### src/rtl/frame_dark_inv.sv
// Per-frame adaptive colour inversion for the pixel path.
// Bright-pixel statistics from each frame decide, with hysteresis, whether the next frame is inverted.
module frame_dark_inv #(
   parameter int unsigned CH      = 3,
   parameter int unsigned DW      = 8,
   parameter int unsigned CNT_W   = 22,
   parameter int unsigned PIX_THR = 384,
   parameter int unsigned ON_NUM  = 5,
   parameter int unsigned OFF_NUM = 3
) (
   input  logic             clk_i,
   input  logic             rst_i,
   input  logic [1:0]       mode_i,
   input  logic [CH-1:0]    mask_i,
   input  logic             vs_i,
   input  logic             hs_i,
   input  logic             de_i,
   input  logic [CH*DW-1:0] data_i,
   output logic             vs_o,
   output logic             hs_o,
   output logic             de_o,
   output logic [CH*DW-1:0] data_o,
   output logic             inv_o,
   output logic             frame_o
);

   localparam int unsigned PW    = CH * DW;
   localparam int unsigned LW    = DW + 2;
   localparam int unsigned DEC_W = CNT_W + 4;

   logic             vs_d;
   logic [CNT_W-1:0] total_cnt;
   logic [CNT_W-1:0] bright_cnt;
   logic             inv_state;

   logic [PW-1:0]    data_s1;
   logic             vs_s1;
   logic             hs_s1;
   logic             de_s1;
   logic [CH-1:0]    inv_mask_s1;

   logic [LW-1:0]    luma_c;
   logic             bright_c;
   logic             frame_end_c;
   logic             eff_c;
   logic [DEC_W-1:0] bright_x8_c;
   logic [DEC_W-1:0] on_lim_c;
   logic [DEC_W-1:0] off_lim_c;
   logic [PW-1:0]    inv_bits_c;

   // Pixel luma and frame-end detection
   always_comb begin
      luma_c = '0;
      for (int unsigned c = 0; c < CH; c++) begin
         luma_c = luma_c + LW'(data_i[c*DW +: DW]);
      end
      bright_c    = (luma_c >= LW'(PIX_THR));
      frame_end_c = vs_i & ~vs_d;
   end

   // Fraction thresholds scaled by 8 so no division is needed
   always_comb begin
      bright_x8_c = DEC_W'({bright_cnt, 3'b000});
      on_lim_c    = DEC_W'(total_cnt) * DEC_W'(ON_NUM);
      off_lim_c   = DEC_W'(total_cnt) * DEC_W'(OFF_NUM);
   end

   always_comb begin
      eff_c = 1'b0;
      case (mode_i)
         2'b00:   eff_c = 1'b0;
         2'b01:   eff_c = 1'b1;
         2'b10:   eff_c = inv_state;
         default: eff_c = ~inv_state;
      endcase
   end

   always_comb begin
      inv_bits_c = '0;
      for (int unsigned c = 0; c < CH; c++) begin
         inv_bits_c[c*DW +: DW] = {DW{inv_mask_s1[c]}};
      end
   end

   // Frame statistics and hysteresis decision.
   // vs_d keeps tracking vs_i during reset so a vs held high through reset is not seen as an edge.
   always_ff @(posedge clk_i) begin
      if (rst_i) begin
         vs_d       <= vs_i;
         total_cnt  <= '0;
         bright_cnt <= '0;
         inv_state  <= 1'b0;
         frame_o    <= 1'b0;
      end else begin
         vs_d    <= vs_i;
         frame_o <= frame_end_c;
         if (frame_end_c) begin
            total_cnt  <= CNT_W'(de_i);
            bright_cnt <= CNT_W'(de_i & bright_c);
            if (total_cnt != '0) begin
               if (!inv_state && (bright_x8_c >= on_lim_c)) begin
                  inv_state <= 1'b1;
               end else if (inv_state && (bright_x8_c < off_lim_c)) begin
                  inv_state <= 1'b0;
               end
            end
         end else begin
            if (de_i && (total_cnt != '1)) begin
               total_cnt <= total_cnt + CNT_W'(1);
            end
            if (de_i && bright_c && (bright_cnt != '1)) begin
               bright_cnt <= bright_cnt + CNT_W'(1);
            end
         end
      end
   end

   assign inv_o = inv_state;

   // Two-stage data/sync pipeline
   always_ff @(posedge clk_i) begin
      if (rst_i) begin
         data_s1     <= '0;
         vs_s1       <= 1'b0;
         hs_s1       <= 1'b0;
         de_s1       <= 1'b0;
         inv_mask_s1 <= '0;
         data_o      <= '0;
         vs_o        <= 1'b0;
         hs_o        <= 1'b0;
         de_o        <= 1'b0;
      end else begin
         data_s1     <= data_i;
         vs_s1       <= vs_i;
         hs_s1       <= hs_i;
         de_s1       <= de_i;
         inv_mask_s1 <= {CH{eff_c}} & mask_i;
         data_o      <= data_s1 ^ inv_bits_c;
         vs_o        <= vs_s1;
         hs_o        <= hs_s1;
         de_o        <= de_s1;
      end
   end

endmodule

### config.mk
export PLATFORM = sky130hd
export DESIGN_NAME = frame_dark_inv
export DESIGN_NICKNAME = d
export VERILOG_FILES = /design/src/rtl/frame_dark_inv.sv
export SDC_FILE = /design/constraint.sdc
export NUM_CORES = 1
export LEC_CHECK = 0
export ABC_AREA = 1
export CORE_MARGIN = 3
export CORE_UTILIZATION = 35
export DETAILED_ROUTE_END_ITERATION = 10
export DONT_BUFFER_PORTS = 1
export GPL_TIMING_DRIVEN = 0
export PLACE_DENSITY = 0.49
export SLEW_MARGIN = 0
export SYNTH_ARGS = -nofsm -noshare
export SYNTH_HDL_FRONTEND = slang
export SYNTH_SLANG_ARGS = --single-unit
### constraint.sdc
create_clock -name clk_i -period 3 [get_ports clk_i]
set_input_delay 0.45 -clock clk_i [delete_from_list [all_inputs] [get_ports clk_i]]
set_output_delay 0.45 -clock clk_i [all_outputs]
set_load 0.02 [all_outputs]
### Yosys cells after proc, flatten, opt, wreduce, memory -nomap -nowiden

Index checks and enable logic that the tools add are counted.
W data, S select, Z words.

* equal/unequal tests: 4
* $lt $le $gt $ge: 3
* bitwise logic cells: 6
* add/sub/neg operators: 4
* reduce and logical (&&, ||, !) cells: 13
* multipliers: 2
* mux-type cells: 7

Operator list (number)
* $add A22 B1 Y22 const B: 2
* $mux W22: 2
* $ne A22 B22 Y1 const B: 2
* $ge A25 B25 Y1: 1
* $lt A25 B24 Y1: 1
* $mul A22 B3 Y25 const B: 1
* $mul A22 B2 Y24 const B: 1
* $xor A24 B24 Y24: 1
* $reduce_bool A22 Y1: 1
* $add A9 B8 Y10: 1
* $ge A10 B9 Y1 const B: 1
* $add A8 B8 Y9: 1
* $reduce_bool A2 Y1: 3
* $logic_and A1 B1 Y1: 5
* $mux W1: 4
* $and A3 B3 Y3: 1
* $pmux W1 S3: 1
* $reduce_and A3 Y1: 1
* $and A1 B1 Y1: 2
* $eq A2 B1 Y1 const B: 1
* $eq A2 B2 Y1 const B: 1
* $logic_not A2 Y1: 1
* $not A1 Y1: 2
* $reduce_or A2 Y1: 1
* $logic_not A1 Y1: 1

* logic and storage cells: 54
* bits of input ports: 34
* register bits after elaboration: 104
* output and inout port bits: 29

### Depth between registers and ports, before layout

* depth after elaboration: 7
* depth in mapped cells: 23
* gate-level depth less buffers: 23

### Least setup slack after synthesis

OpenSTA, ideal clock, no wires.

* path type: reg2reg
* from: register total_cnt[3]
* to: register inv_state (netlist: inv_o)
* arrival time: 3208 ps
* clock period less this slack: 3278 ps
* required time: 2930 ps
* path buffers: 0
* cell stages (with the launch flop): 20
* library setup time: 70 ps
* path slack: -278 ps
* path through: dfxtp_1 ha_1 ha_1 inv_1 fa_1 o31ai_1 nand3_1 nand3_1 a21oi_1 xor2_1 ha_1 nand2_1 inv_1 nand3_1 or2_2 nor3_1 nand2_1 nand3_1 nand2_1 a21oi_1

* longest elaborated chain between the ends: 5
* elaborated cells on any way between the ends: 10
* those cells by class: mul (2); order compare (2); mux (1); reduce/logical (5)

RTL lines
* start, declared: RTL line 32 `logic [CNT_W-1:0] total_cnt;`
* start signal, assigned: RTL line 98 `total_cnt <= CNT_W'(de_i);`
* start signal, assigned: RTL line 109 `total_cnt <= total_cnt + CNT_W'(1);`
* $mul A22 B3 Y25 / $mul A22 B2 Y24 (equally long branches): RTL line 64, 65
* $ge A25 B25 Y1 / $lt A25 B24 Y1 (equally long branches): RTL line 101, 103
* $logic_and A1 B1 Y1 (on tied branches): RTL line 101, 103
* $reduce_bool A2 Y1 (no source line)
* $reduce_and A3 Y1 (no source line)
* end signal, assigned: RTL line 92 `inv_state <= 1'b0;`
* end signal, assigned: RTL line 102 `inv_state <= 1'b1;`
* end signal, assigned: RTL line 104 `inv_state <= 1'b0;`
* end, declared: RTL line 34 `logic inv_state;`

Several ways; a longest one is shown, not always the timed one.
A chain may end at the register's enable or synchronous reset.

### Worst setup path after layout

Ends and elaborated chain as after synthesis.

==> impl_metrics.py <==
metrics = {
    "worst_setup_path": {
        "worstRegToRegCells": 19,
        "crit_type": "reg -> reg",
        "endpoint_kind": "flip-flop",
        "worstPathRequired_ps": 3260,
        "arrival_ps": 3350,
        "path_max_fanout": 4,
        "ff2ff_setup_slack_ps": -80,
        "r2r_start": "total_cnt[3]$_SDFFE_PP0P_",
        "crit_path_start_kind": "flip-flop",
        "r2r-end": "inv_o$_SDFFE_PP0P_",
    },
    "timing": {
        "finalMaxSlewViolations": 0,
        "finalCritPeriodShare_pct": 103,
        "finalSetupTns_ps": -82.6,
        "relSlewSlack_pct": 46.3,
        "finalHoldViolCount": 0,
        "max_freq_ghz": 0.324,
        "post-route-min-period_ps": 3080,
        "setup_violations": 1,
        "setup_slack_ps": -82.6,
        "worst_pin_slew_ps": 805,
        "rsz0062_at_grt": "true",
        "fin_skew_ps": 13.6,
    },
    "run_status": {
        "status": "complete, but fails checks",
        "violations": "setup timing",
    },
    "clocking": {
        "clock-sinks": 104,
        "clk_pin_slew_ps": 80,
        "clock-root-buffer": "clkbuf_16",
        "numCtsBuffers": 9,
        "cts_buffer_depth": 2,
        "holdBufCountCts": 0,
        "h-tree-depth": 3,
        "clock_latency_ps": 370,
        "cts_tree": "yes",
    },
    "final_layout": {
        "antenna_cells": 0,
        "nets": 1404,
        "fillCellCount": 2477,
        "area_growth_pct": 20.7,
        "drive_above_1_share_pct": 15.8,
        "final_cell_area_sq_um": 10200,
    },
    "pwr": {
        "power_density_nw_per_um2": 317,
        "power_w": 0.00324,
        "vdd.ir_drop.worst_mv": 0.243,
        "p_leak_nw": 4.30,
    },
    "global_routing": {
        "grt_max_degree": 23,
        "gr-usage-all-layers_pct": 19.8,
        "antenna_found_initial": 0,
        "grt_pass1_vias": 7365,
        "grt-ovfl-total": 0,
        "grt_pass1_wl_microns": 40800,
    },
    "synth": {
        "netlist_area_sq_um": 8460,
        "synth_warnings": 0,
        "synth_cells": 1192,
        "synth_seq_cells": 104,
        "syn_nets": 1362,
        "ys_types": 44,
        "synthArstFlopShare_pct": 0,
        "synth_edf_count": 0,
        "ys_seq_area_share_pct": 24.6,
        "ys.flop_type": "dfxtp_1",
        "avgSynthCellArea_sq_um": 7.10,
    },
    "floorplanning": {
        "rows": 56,
        "start_util_pct": 35.8,
        "die-area_sq_um": 26100,
        "ios": 63,
        "die_w_microns": 162,
        "core-area_sq_um": 23600,
        "die_h_microns": 162,
    },
    "hold_path": {
        "hold-path-endpoint": "vs_d$_DFF_P_",
        "holdPathStages": 0,
        "min_path_type": "in -> reg",
        "worstHoldStart": "vs_i",
    },
    "routing": {
        "wire_per_inst_microns": 16.6,
        "vias": 7758,
        "first_iter_violations": 459,
        "wirelength_microns": 25900,
        "vias_per_cell": 4.98,
        "first_pass_iters": 5,
        "detail-route-antenna-nets": 0,
        "drc": 0,
    },
    "flow_run": {
        "drv_cap": 0,
    },
    "place": {
        "hpwl_microns": 20300,
        "gp_congestion": 0.906,
        "dpl_cell_area_sq_um": 8900,
        "port_buffers": 0,
        "post-place-ws_ps": -694,
    },
}
-- critical path: stages (launching register included) --
cell and delay [ps]:
dfxtp_4 380, ha_4 280, ha_4 140, inv_2 40, fa_2 370, o31ai_4 220, nand3_1 120, nand3_2 120
nand3_2 80, nand3_2 90, xor2_2 180, ha_1 270, buf_4 140, nand2_1 50, o21ai_1 70, nor2_1 110
o21a_1 140, nand3_2 80, nand2_1 60, a21oi_1 50
-- metrics by stage --
step | util (%) | hold WS, ps | instances
6_report | 43.3 | 109 | 1558
3_3_place_gp | 37.7 | 392 | 1511
5_1_grt | 43.3 | 93.9 | 1558
4_1_cts | 42.2 | 98.0 | 1550
3_5_place_dp | 37.7 | 394 | 1511
2_1_floorplan | - | 388 | 1192
-- cell usage after synthesis, types with 2 or more instances --
cell,count,area (sq um)
o21a_1,2,15.0
a31oi_1,5,31.3
or2_2,3,18.8
o21bai_1,4,30.0
a21oi_1,97,485
a21o_1,2,15.0
nor2_2,2,12.5
nor3_2,2,20.0
buf_6,2,22.5
nand2_2,3,18.8
o21ai_0,44,220
clkbuf_1,11,41.3
inv_1,162,608
xnor2_1,36,315
nand3_2,4,40.0
buf_1,3,11.3
nor3_1,29,145
nand3_1,55,275
buf_2,6,30.0
o2111ai_1,2,17.5
dfxtp_1,104,2080
nand2_1,237,890
nor4_1,6,37.5
nand3b_1,2,15.0
xor2_1,45,394
o31ai_1,3,22.5
nand4_1,35,219
ha_1,125,1560
nor2_1,135,507
nor2_4,2,22.5
fa_1,11,220
-- flip-flops by register name, indices dropped and copies added (netlist names) --
| name | cells |
|---|---|
| data_s1 | 24 |
| vs_d | 1 |
| vs_o | 1 |
| data_o | 24 |
| frame_o | 1 |
| inv_o | 1 |
| inv_mask_s1 | 3 |
| bright_cnt | 22 |
| vs_s1 | 1 |
| total_cnt | 22 |
| hs_s1 | 1 |
| de_s1 | 1 |
| de_o | 1 |
| hs_o | 1 |
-- where the power goes --
group,internal (W),switching (W)
Sequential,0.00142,0.0000693
Combinational,0.000178,0.000305
Clock,0.000607,0.000658
Total,0.00221,0.00103
-- metal layers --
metal / vias to the layer above / routed length [microns] / global-route usage (%)
met4: 0 / 579 / 5.79
li1: 3988 / - / -
met3: 41 / 1110 / 3.57
met5: - / 0 / 0
met2: 153 / 11400 / 30.4
met1: 3576 / 12800 / 28.5
-- worst max-delay path by stage --
stage	from	end	slack, ps	cells past startpoint
after CTS	total_cnt[3]$_SDFFE_PP0P_	inv_o$_SDFFE_PP0P_	-90	18
final	total_cnt[3]$_SDFFE_PP0P_	inv_o$_SDFFE_PP0P_	-80	19
after global routing	total_cnt[5]$_SDFFE_PP0P_	inv_o$_SDFFE_PP0P_	-270	19
after floorplan	total_cnt[3]$_SDFFE_PP0P_	inv_o$_SDFFE_PP0P_	10	17
after detailed placement	total_cnt[5]$_SDFFE_PP0P_	inv_o$_SDFFE_PP0P_	-690	16
after global placement	total_cnt[7]$_SDFFE_PP0P_	inv_o$_SDFFE_PP0P_	-680	19
-- layout make-up --
class	count	area, sq um	share of cell area (%)
sequential	104	2150	21.1
buffer	23	119	1.16
inverter	164	617	6.04
tap	319	399	3.91
clock buffer	9	225	2.20
multi-input combinational	901	6380	62.4
clock inverter	7	91.3	0.894
timing repair buffer	31	233	2.28
-- cell usage in the layout, fill, tap and decap left out, types with 32 or more instances in the layout --
master / Yosys / routed
nor2_1: 135 / 132
nand3_1: 55 / 51
dfxtp_1: 104 / 82
xor2_1: 45 / 42
xnor2_1: 36 / 33
a21oi_1: 97 / 77
ha_4: 0 / 33
nand2_1: 237 / 232
nand4_1: 35 / 35
inv_1: 162 / 159
ha_1: 125 / 89
o21ai_0: 44 / 37
buf_4: 1 / 32
-- repair_timing --
action,CTS,global route
buffers inserted,23,8
resized for setup,108,41
setup endpoints to repair,1,1
pin swaps,33,21
-- cells by family after synthesis --
family	synth area share [%]
AO/OA/AOI/OAI	10.5
buffers and inverters	8.62
XOR/XNOR	8.38
adder cells (fa/ha/maj)	21.1
flip-flops	24.6
AND/OR/NAND/NOR	26.9
No activity file was read; power rests on OpenSTA's default activity.
